[src/rtl/dmem_arbiter.sv]
// Shares the single-port Data_Memory between the CPU MEM stage (port 0) and a debug/init loader (port 1); DMEM_ARB_FIXED_PRIO_EN makes port 0 win every tie.
// Latency: request seen in C0, mem_en in C1, rvalid in C(MEM_LAT+1); one transaction per MEM_LAT+2 cycles.
// Backpressure: a waiting requester holds valid and fields until its rvalid; stall_o holds the CPU pipeline meanwhile.
module dmem_arbiter #(
    parameter int ADDR_W  = 32,
    parameter int DATA_W  = 32,
    parameter int MEM_LAT = 2
) (
    input  logic              clk_i,
    input  logic              rst_i,
    input  logic              req0_valid_i,
    input  logic              req0_we_i,
    input  logic [ADDR_W-1:0] req0_addr_i,
    input  logic [DATA_W-1:0] req0_wdata_i,
    output logic              req0_rvalid_o,
    output logic [DATA_W-1:0] req0_rdata_o,
    input  logic              req1_valid_i,
    input  logic              req1_we_i,
    input  logic [ADDR_W-1:0] req1_addr_i,
    input  logic [DATA_W-1:0] req1_wdata_i,
    output logic              req1_rvalid_o,
    output logic [DATA_W-1:0] req1_rdata_o,
    output logic              stall_o,
    output logic              mem_en_o,
    output logic              mem_we_o,
    output logic [ADDR_W-1:0] mem_addr_o,
    output logic [DATA_W-1:0] mem_wdata_o,
    input  logic [DATA_W-1:0] mem_rdata_i
);

    localparam int CNT_W = (MEM_LAT > 1) ? $clog2(MEM_LAT) : 1;
    localparam logic [CNT_W-1:0] CNT_INIT = CNT_W'(MEM_LAT - 1);
    localparam logic [CNT_W-1:0] CNT_ONE  = CNT_W'(1);

    typedef enum logic [1:0] {
        IDLE   = 2'd0,
        ACCESS = 2'd1,
        RESP   = 2'd2
    } state_t;

    state_t            state_q;
    state_t            state_d;
    logic [CNT_W-1:0]  cnt_q;
    logic              owner_q;
    logic              we_q;
    logic [ADDR_W-1:0] addr_q;
    logic [DATA_W-1:0] wdata_q;
    logic [DATA_W-1:0] rdata0_q;
    logic [DATA_W-1:0] rdata1_q;
    logic              any_req;
    logic              grant1;
    logic              in_access;
`ifndef DMEM_ARB_FIXED_PRIO_EN
    logic              last_grant_q;
`endif

    assign any_req = req0_valid_i | req1_valid_i;

    always_comb begin
        grant1 = 1'b0;
        if (req1_valid_i && !req0_valid_i) begin
            grant1 = 1'b1;
        end
`ifndef DMEM_ARB_FIXED_PRIO_EN
        // Tie goes to whichever port was not granted last.
        else if (req1_valid_i && req0_valid_i) begin
            grant1 = ~last_grant_q;
        end
`endif
    end

    always_comb begin
        state_d = state_q;
        case (state_q)
            IDLE:    if (any_req) state_d = ACCESS;
            ACCESS:  if (cnt_q == '0) state_d = RESP;
            RESP:    state_d = IDLE;
            default: state_d = IDLE;
        endcase
    end

    always_ff @(posedge clk_i or negedge rst_i) begin
        if (!rst_i) begin
            state_q <= IDLE;
        end else begin
            state_q <= state_d;
        end
    end

    always_ff @(posedge clk_i or negedge rst_i) begin
        if (!rst_i) begin
            cnt_q    <= '0;
            owner_q  <= 1'b0;
            we_q     <= 1'b0;
            addr_q   <= '0;
            wdata_q  <= '0;
            rdata0_q <= '0;
            rdata1_q <= '0;
        end else if (state_q == IDLE && any_req) begin
            owner_q <= grant1;
            we_q    <= grant1 ? req1_we_i    : req0_we_i;
            addr_q  <= grant1 ? req1_addr_i  : req0_addr_i;
            wdata_q <= grant1 ? req1_wdata_i : req0_wdata_i;
            cnt_q   <= CNT_INIT;
        end else if (state_q == ACCESS) begin
            if (cnt_q == '0) begin
                // Writes return zero so a store never exposes stale bus data.
                if (owner_q) begin
                    rdata1_q <= we_q ? '0 : mem_rdata_i;
                end else begin
                    rdata0_q <= we_q ? '0 : mem_rdata_i;
                end
            end else begin
                cnt_q <= cnt_q - CNT_ONE;
            end
        end
    end

`ifndef DMEM_ARB_FIXED_PRIO_EN
    always_ff @(posedge clk_i or negedge rst_i) begin
        if (!rst_i) begin
            last_grant_q <= 1'b1;
        end else if (state_q == IDLE && any_req) begin
            last_grant_q <= grant1;
        end
    end
`endif

    assign in_access     = (state_q == ACCESS);
    assign mem_en_o      = in_access && (cnt_q == CNT_INIT);
    assign mem_we_o      = in_access && we_q;
    assign mem_addr_o    = in_access ? addr_q : '0;
    assign mem_wdata_o   = in_access ? wdata_q : '0;
    assign req0_rvalid_o = (state_q == RESP) && !owner_q;
    assign req1_rvalid_o = (state_q == RESP) && owner_q;
    assign req0_rdata_o  = rdata0_q;
    assign req1_rdata_o  = rdata1_q;
    // Gated by reset so every output reads zero while reset is held.
    assign stall_o       = rst_i && req0_valid_i && !req0_rvalid_o;

endmodule

[config.mk]
export PLATFORM = sky130hd
export DESIGN_NAME = dmem_arbiter
export DESIGN_NICKNAME = d
export VERILOG_FILES = /design/src/rtl/dmem_arbiter.sv
export SDC_FILE = /design/constraint.sdc
export NUM_CORES = 1
export LEC_CHECK = 0
export BUFFER_PORTS_ARGS = -buffer_cell sky130_fd_sc_hd__buf_2
export CAP_MARGIN = 20
export CORE_MARGIN = 2
export CORE_UTILIZATION = 47
export DETAILED_ROUTE_END_ITERATION = 10
export PLACE_DENSITY = 0.81
export SYNTH_ARGS = -nofsm -noshare
export SYNTH_HDL_FRONTEND = slang
export SYNTH_SLANG_ARGS = --single-unit
[constraint.sdc]
create_clock -name clk_i -period 2.05 [get_ports clk_i]
set_input_delay 0.1025 -clock clk_i [delete_from_list [all_inputs] [get_ports clk_i]]
set_output_delay 0.1025 -clock clk_i [all_outputs]
set_load 0.01 [all_outputs]
### Word level (Yosys, flattened, before mapping)

Cells that the tools add are included.
W data, S select, Z words.

| word-level totals | value |
|---|---|
| ROM bits | 0 |
| RAM bits | 0 |
| logic and storage cells | 50 |
| register bits | 134 |
| latch bits | 0 |
| memories kept | 0 |
| output and inout port bits | 133 |

| cells by class | value |
|---|---|
| magnitude comparators | 0 |
| reductions and logical operators | 17 |
| add/subtract/negate cells | 1 |
| divide/modulo/power cells | 0 |
| multipliers | 0 |
| shifts and indexed selects | 0 |
| eq/ne operators | 4 |
| mux-type cells | 14 |
| bitwise gates (word level) | 5 |

Operator list:

| cell | number |
|---|---|
| $mux W32 | 5 |
| $logic_and A1 B1 Y1 | 9 |
| $reduce_and A4 Y1 | 2 |
| $mux W1 | 6 |
| $mux W2 | 2 |
| $ne A2 B2 Y1 const B | 2 |
| $not A1 Y1 | 4 |
| $pmux W2 S2 | 1 |
| $logic_not A1 Y1 | 3 |
| $eq A2 B1 Y1 const B | 1 |
| $eq A2 B2 Y1 const B | 1 |
| $logic_not A2 Y1 | 1 |
| $reduce_and A2 Y1 | 1 |
| $reduce_bool A2 Y1 | 1 |
| $or A1 B1 Y1 | 1 |
| $sub A1 B1 Y1 const B | 1 |

### Depth between registers and ports, before layout

| logic depth | value |
|---|---|
| depth in word-level cells | 4 |
| mapped depth | 5 |
| depth with buffers taken out | 3 |

### Worst setup path before layout

No wires, ideal clock.

| timing path | value |
|---|---|
| path type | register to register |
| start | register last_grant_q |
| end | register addr_q[10] |
| period minus slack after synthesis | 1617 ps |
| library setup time | 125 ps |
| data required time | 1925 ps |
| stages on the path, launching flop included | 6 |
| data arrival time | 1492 ps |
| path slack | 433 ps |
| buffers on the path | 2 |
| cell sequence | dfstp_2 -> a21bo_2 -> buf_6 -> buf_6 -> mux2_1 -> mux2_2 |

| between the ends | value |
|---|---|
| cells in the longest elaborated chain, start to end | 4 |

RTL lines:

| element | RTL line | source |
|---|---|---|
| start: declaration | 54 | `logic last_grant_q;` |
| start signal: assignment | 124 | `last_grant_q <= grant1;` |
| $not A1 Y1 | 67 | `grant1 = ~last_grant_q;` |
| $mux W1 | 66 | `else if (req1_valid_i && req0_valid_i) begin` |
| $mux W1 | 61 | `if (req1_valid_i && !req0_valid_i) begin` |
| $mux W32 | 102 | `addr_q <= grant1 ? req1_addr_i : req0_addr_i;` |
| end signal: assignment | 102 |  |
| end: declaration | 46 | `logic [ADDR_W-1:0] addr_q;` |

No other way between the ends.
A chain may end at the register's enable or synchronous reset.

### Worst setup path after layout

| timing path | value |
|---|---|
| start | register state_q[0] |
| end | output port mem_addr_o[5] |

| between the ends | value |
|---|---|
| cells in the longest elaborated chain, start to end | 2 |

RTL lines:

| element | RTL line | source |
|---|---|---|
| start: declaration | 41 | `state_t state_q;` |
| start signal: assignment | 86 | `state_q <= state_d;` |
| $eq A2 B1 Y1 | 129 | `assign in_access = (state_q == ACCESS);` |
| $mux W32 | 132 | `assign mem_addr_o = in_access ? addr_q : '0;` |
| end: declaration | 26 | `output logic [ADDR_W-1:0] mem_addr_o,` |

No other way between the ends.

==> flow_summary.json <==
{
  "status": "complete, no violations",
  "first_global_vias": 5310,
  "power.leakage_nw": 4.56,
  "vias": 5214,
  "clock_path_buffers": 2,
  "cts_root_buf": "clkbuf_16",
  "grt_antenna_before_repair": 0,
  "postCtsSetupRepairBufs": 0,
  "crit_buf_inv": 2,
  "hold_start": "req1_addr_i[10]",
  "mappedNetlistArea_sq_um": 6310,
  "maxSlewHeadroom_pct": 49.1,
  "avgSynthCellArea_sq_um": 11.5,
  "io_buffers": 298,
  "period_needed_ns": 1.89,
  "grt_max_degree": 84,
  "dieArea_sq_um": 14400,
  "crit_path_end_kind": "output pin",
  "clkLatencyLatePin_ns": 0.41,
  "die_h_um": 120,
  "finalHoldViolCount": 0,
  "min_period_over_period_pct": 92.1,
  "drt_wl_total_um": 16300,
  "crit_type": "register to output pin",
  "ant_nets": 0,
  "wl_per_cell_um": 15.4,
  "synth_top_flop_cell": "dfrtp_1",
  "finalSetupTns_ns": 0,
  "cts_inserted_buffers": 17,
  "netlist.area_leader.share_pct": 52.8,
  "crit_start": "state_q[0]",
  "htree_num_levels": 4,
  "grt.overflow.total": 0,
  "layout-drive-gt1-share_pct": 49.4,
  "core_area_sq_um": 13200,
  "first_pass_iters": 6,
  "core.rowCount": 42,
  "drv_cap": 0,
  "final_nets": 1039,
  "slew_violations": 0,
  "grt_usage_pct": 23.0,
  "fin_cells": 1062,
  "synth_nets": 713,
  "cpLargestDelayFamily": "buffers and inverters",
  "max_freq_mhz": 530,
  "hold_class": "primary input to register",
  "cp_slowest_cell": "dfrtp_1",
  "initial_core_util_pct": 47.8,
  "synth-async-reset-ratio_pct": 100,
  "synth_cell_type_count": 25,
  "setup_violations": 0,
  "r2r_start": "state_q[1]",
  "syn_inst": 547,
  "crit_path_cell_trace": "nor2b_4 > buf_4 > and2_1 > buf_2",
  "crit_arrival_ns": 1.79,
  "setup_slack_ns": 0.162,
  "via_per_inst": 4.91,
  "ys_ff_latch": 134,
  "irDropWorstVdd_mv": 0.857,
  "clk_pin_slew_ns": 0.06,
  "gp_congestion": 0.810,
  "cp-start-kind": "register",
  "worst_pin_slew_ns": 0.761,
  "place_hpwl_um": 11200,
  "grt_first_pass_wirelength_um": 25700,
  "cts_tree": "done",
  "yosysWarningCount": 0,
  "utilization_pct": 68.2,
  "worstPathRequired_ns": 1.95,
  "synth_area_leaders": "dfrtp_1 (53%), mux2_2 (16%), mux2_1 (7.0%)",
  "drc_errors": 0,
  "rsz0062_at_grt": "no",
  "diodes": 0,
  "clock-sinks": 134,
  "fp.dieW_um": 120,
  "ys_seq_area_share_pct": 53.2,
  "synth-edff-count": 0,
  "finClkSkew_ns": 0.00594,
  "dp_cells": 996,
  "slowest_delay_ns": 0.47,
  "synth_top_cell_by_area": "dfrtp_1",
  "area_delta_synth_final_pct": 42.6,
  "post-place-ws_ns": 0.308,
  "crit_fanout": 42,
  "drtIter0Drc": 251,
  "io_pins": 299,
  "cellPowerDensity_nw_per_um2": 1540
}
## final cells by class
type	instances	area (sq um)
flip-flops and latches	134	3350
repair buffers	345	2010
well taps	176	220
fillers	985	4190
clock buffers	21	460
clock inverters	11	171
multi-input cells	375	2780
## worst min-delay path, cell delays in order
cell	delay, ns
buf_2	0.07
mux2_1	0.10
mux2_2	0.13
## through the flow
| step | area, sq um | hold slack [ns] | power [W] |
|---|---|---|---|
| 6_report | 9000 | 0.0321 | 0.0139 |
| 2_1_floorplan | 6310 | -0.193 | 0.00824 |
| 4_1_cts | 9000 | 0.00171 | 0.0140 |
| 3_3_place_gp | 8020 | 0.00270 | 0.0104 |
| 5_1_grt | 9000 | 0.0258 | 0.0148 |
| 3_5_place_dp | 8020 | -0.000700 | 0.0106 |
## cell families after synthesis
kind of cell | count (synthesis) | synth area share [%]
AO/OA/AOI/OAI | 69 | 5.61
multiplexers | 130 | 23.2
flip-flops | 134 | 53.2
buffers and inverters | 38 | 3.15
AND/OR/NAND/NOR | 176 | 14.9
## cells in the mapped netlist (3+ instances only)
master    number
nor2_1         3
mux2_1        39
dfrtp_1      133
mux2_2        91
buf_6          5
clkbuf_1      21
o21ai_0       62
o21ai_1        3
nand2_1       67
and2_1        66
nand2b_1      34
buf_2          9
## state kept, by name (all words and copies together) (netlist names)
| name | flops |
|---|---|
| cnt_q | 1 |
| we_q | 1 |
| state_q | 2 |
| last_grant_q | 1 |
| owner_q | 1 |
| req1_rdata_o | 32 |
| wdata_q | 32 |
| addr_q | 32 |
| req0_rdata_o | 32 |
## path summary, 6_finish.rpt
check | end | slack (ns) | depth (start not counted)
setup / recovery | mem_addr_o[5] | 0.16 | 4
hold / removal | addr_q[10] | 0.03 | 3
setup reg to reg | req0_rdata_o[27] | 0.29 | 4
hold reg to reg | req0_rdata_o[1] | 0.47 | 2
max in group asynchronous | addr_q[4] | 1.22 | 3
min in group asynchronous | state_q[1] | 0.13 | 2
## power by group
group / switching (W) / internal [W] / total (W)
Sequential: 0.000643 / 0.00397 / 0.00462
Clock: 0.00110 / 0.00210 / 0.00321
Combinational: 0.00308 / 0.00296 / 0.00604
## routing by layer
| metal | global-route usage, % | share of wire (%) |
|---|---|---|
| met1 | 25.3 | 38 |
| met2 | 40.9 | 52 |
| met3 | 6.18 | 6.4 |
| met4 | 11.3 | 3.7 |
| met5 | 0 | 0 |
## layout by cell type, fill, tap and decap left out, types with 2 or more instances in the layout
cell type      Yosys  final
nand2b_1          34     34
buf_2              9    297
nand2_1           67     67
o21ai_1            3      2
o21ai_0           62     62
clkbuf_1          21      2
clkinvlp_4         0      2
clkbuf_8           0      2
clkinv_2           0      2
dfrtp_1          133    133
bufinv_16          0      4
inv_6              0      2
buf_4              2      7
buf_12             0      6
nor2_1             3      3
and2_1            66     66
clkbuf_16          0     17
mux2_2            91     91
mux2_1            39     39
dlygate4sd3_1      0     34
## what timing repair did
action	4_1_cts	5_1_grt
gates resized for setup	0	0
hold buffers	34	0
endpoints found under the hold margin	193	0
Note: power is estimated with default switching activity, not from simulation.
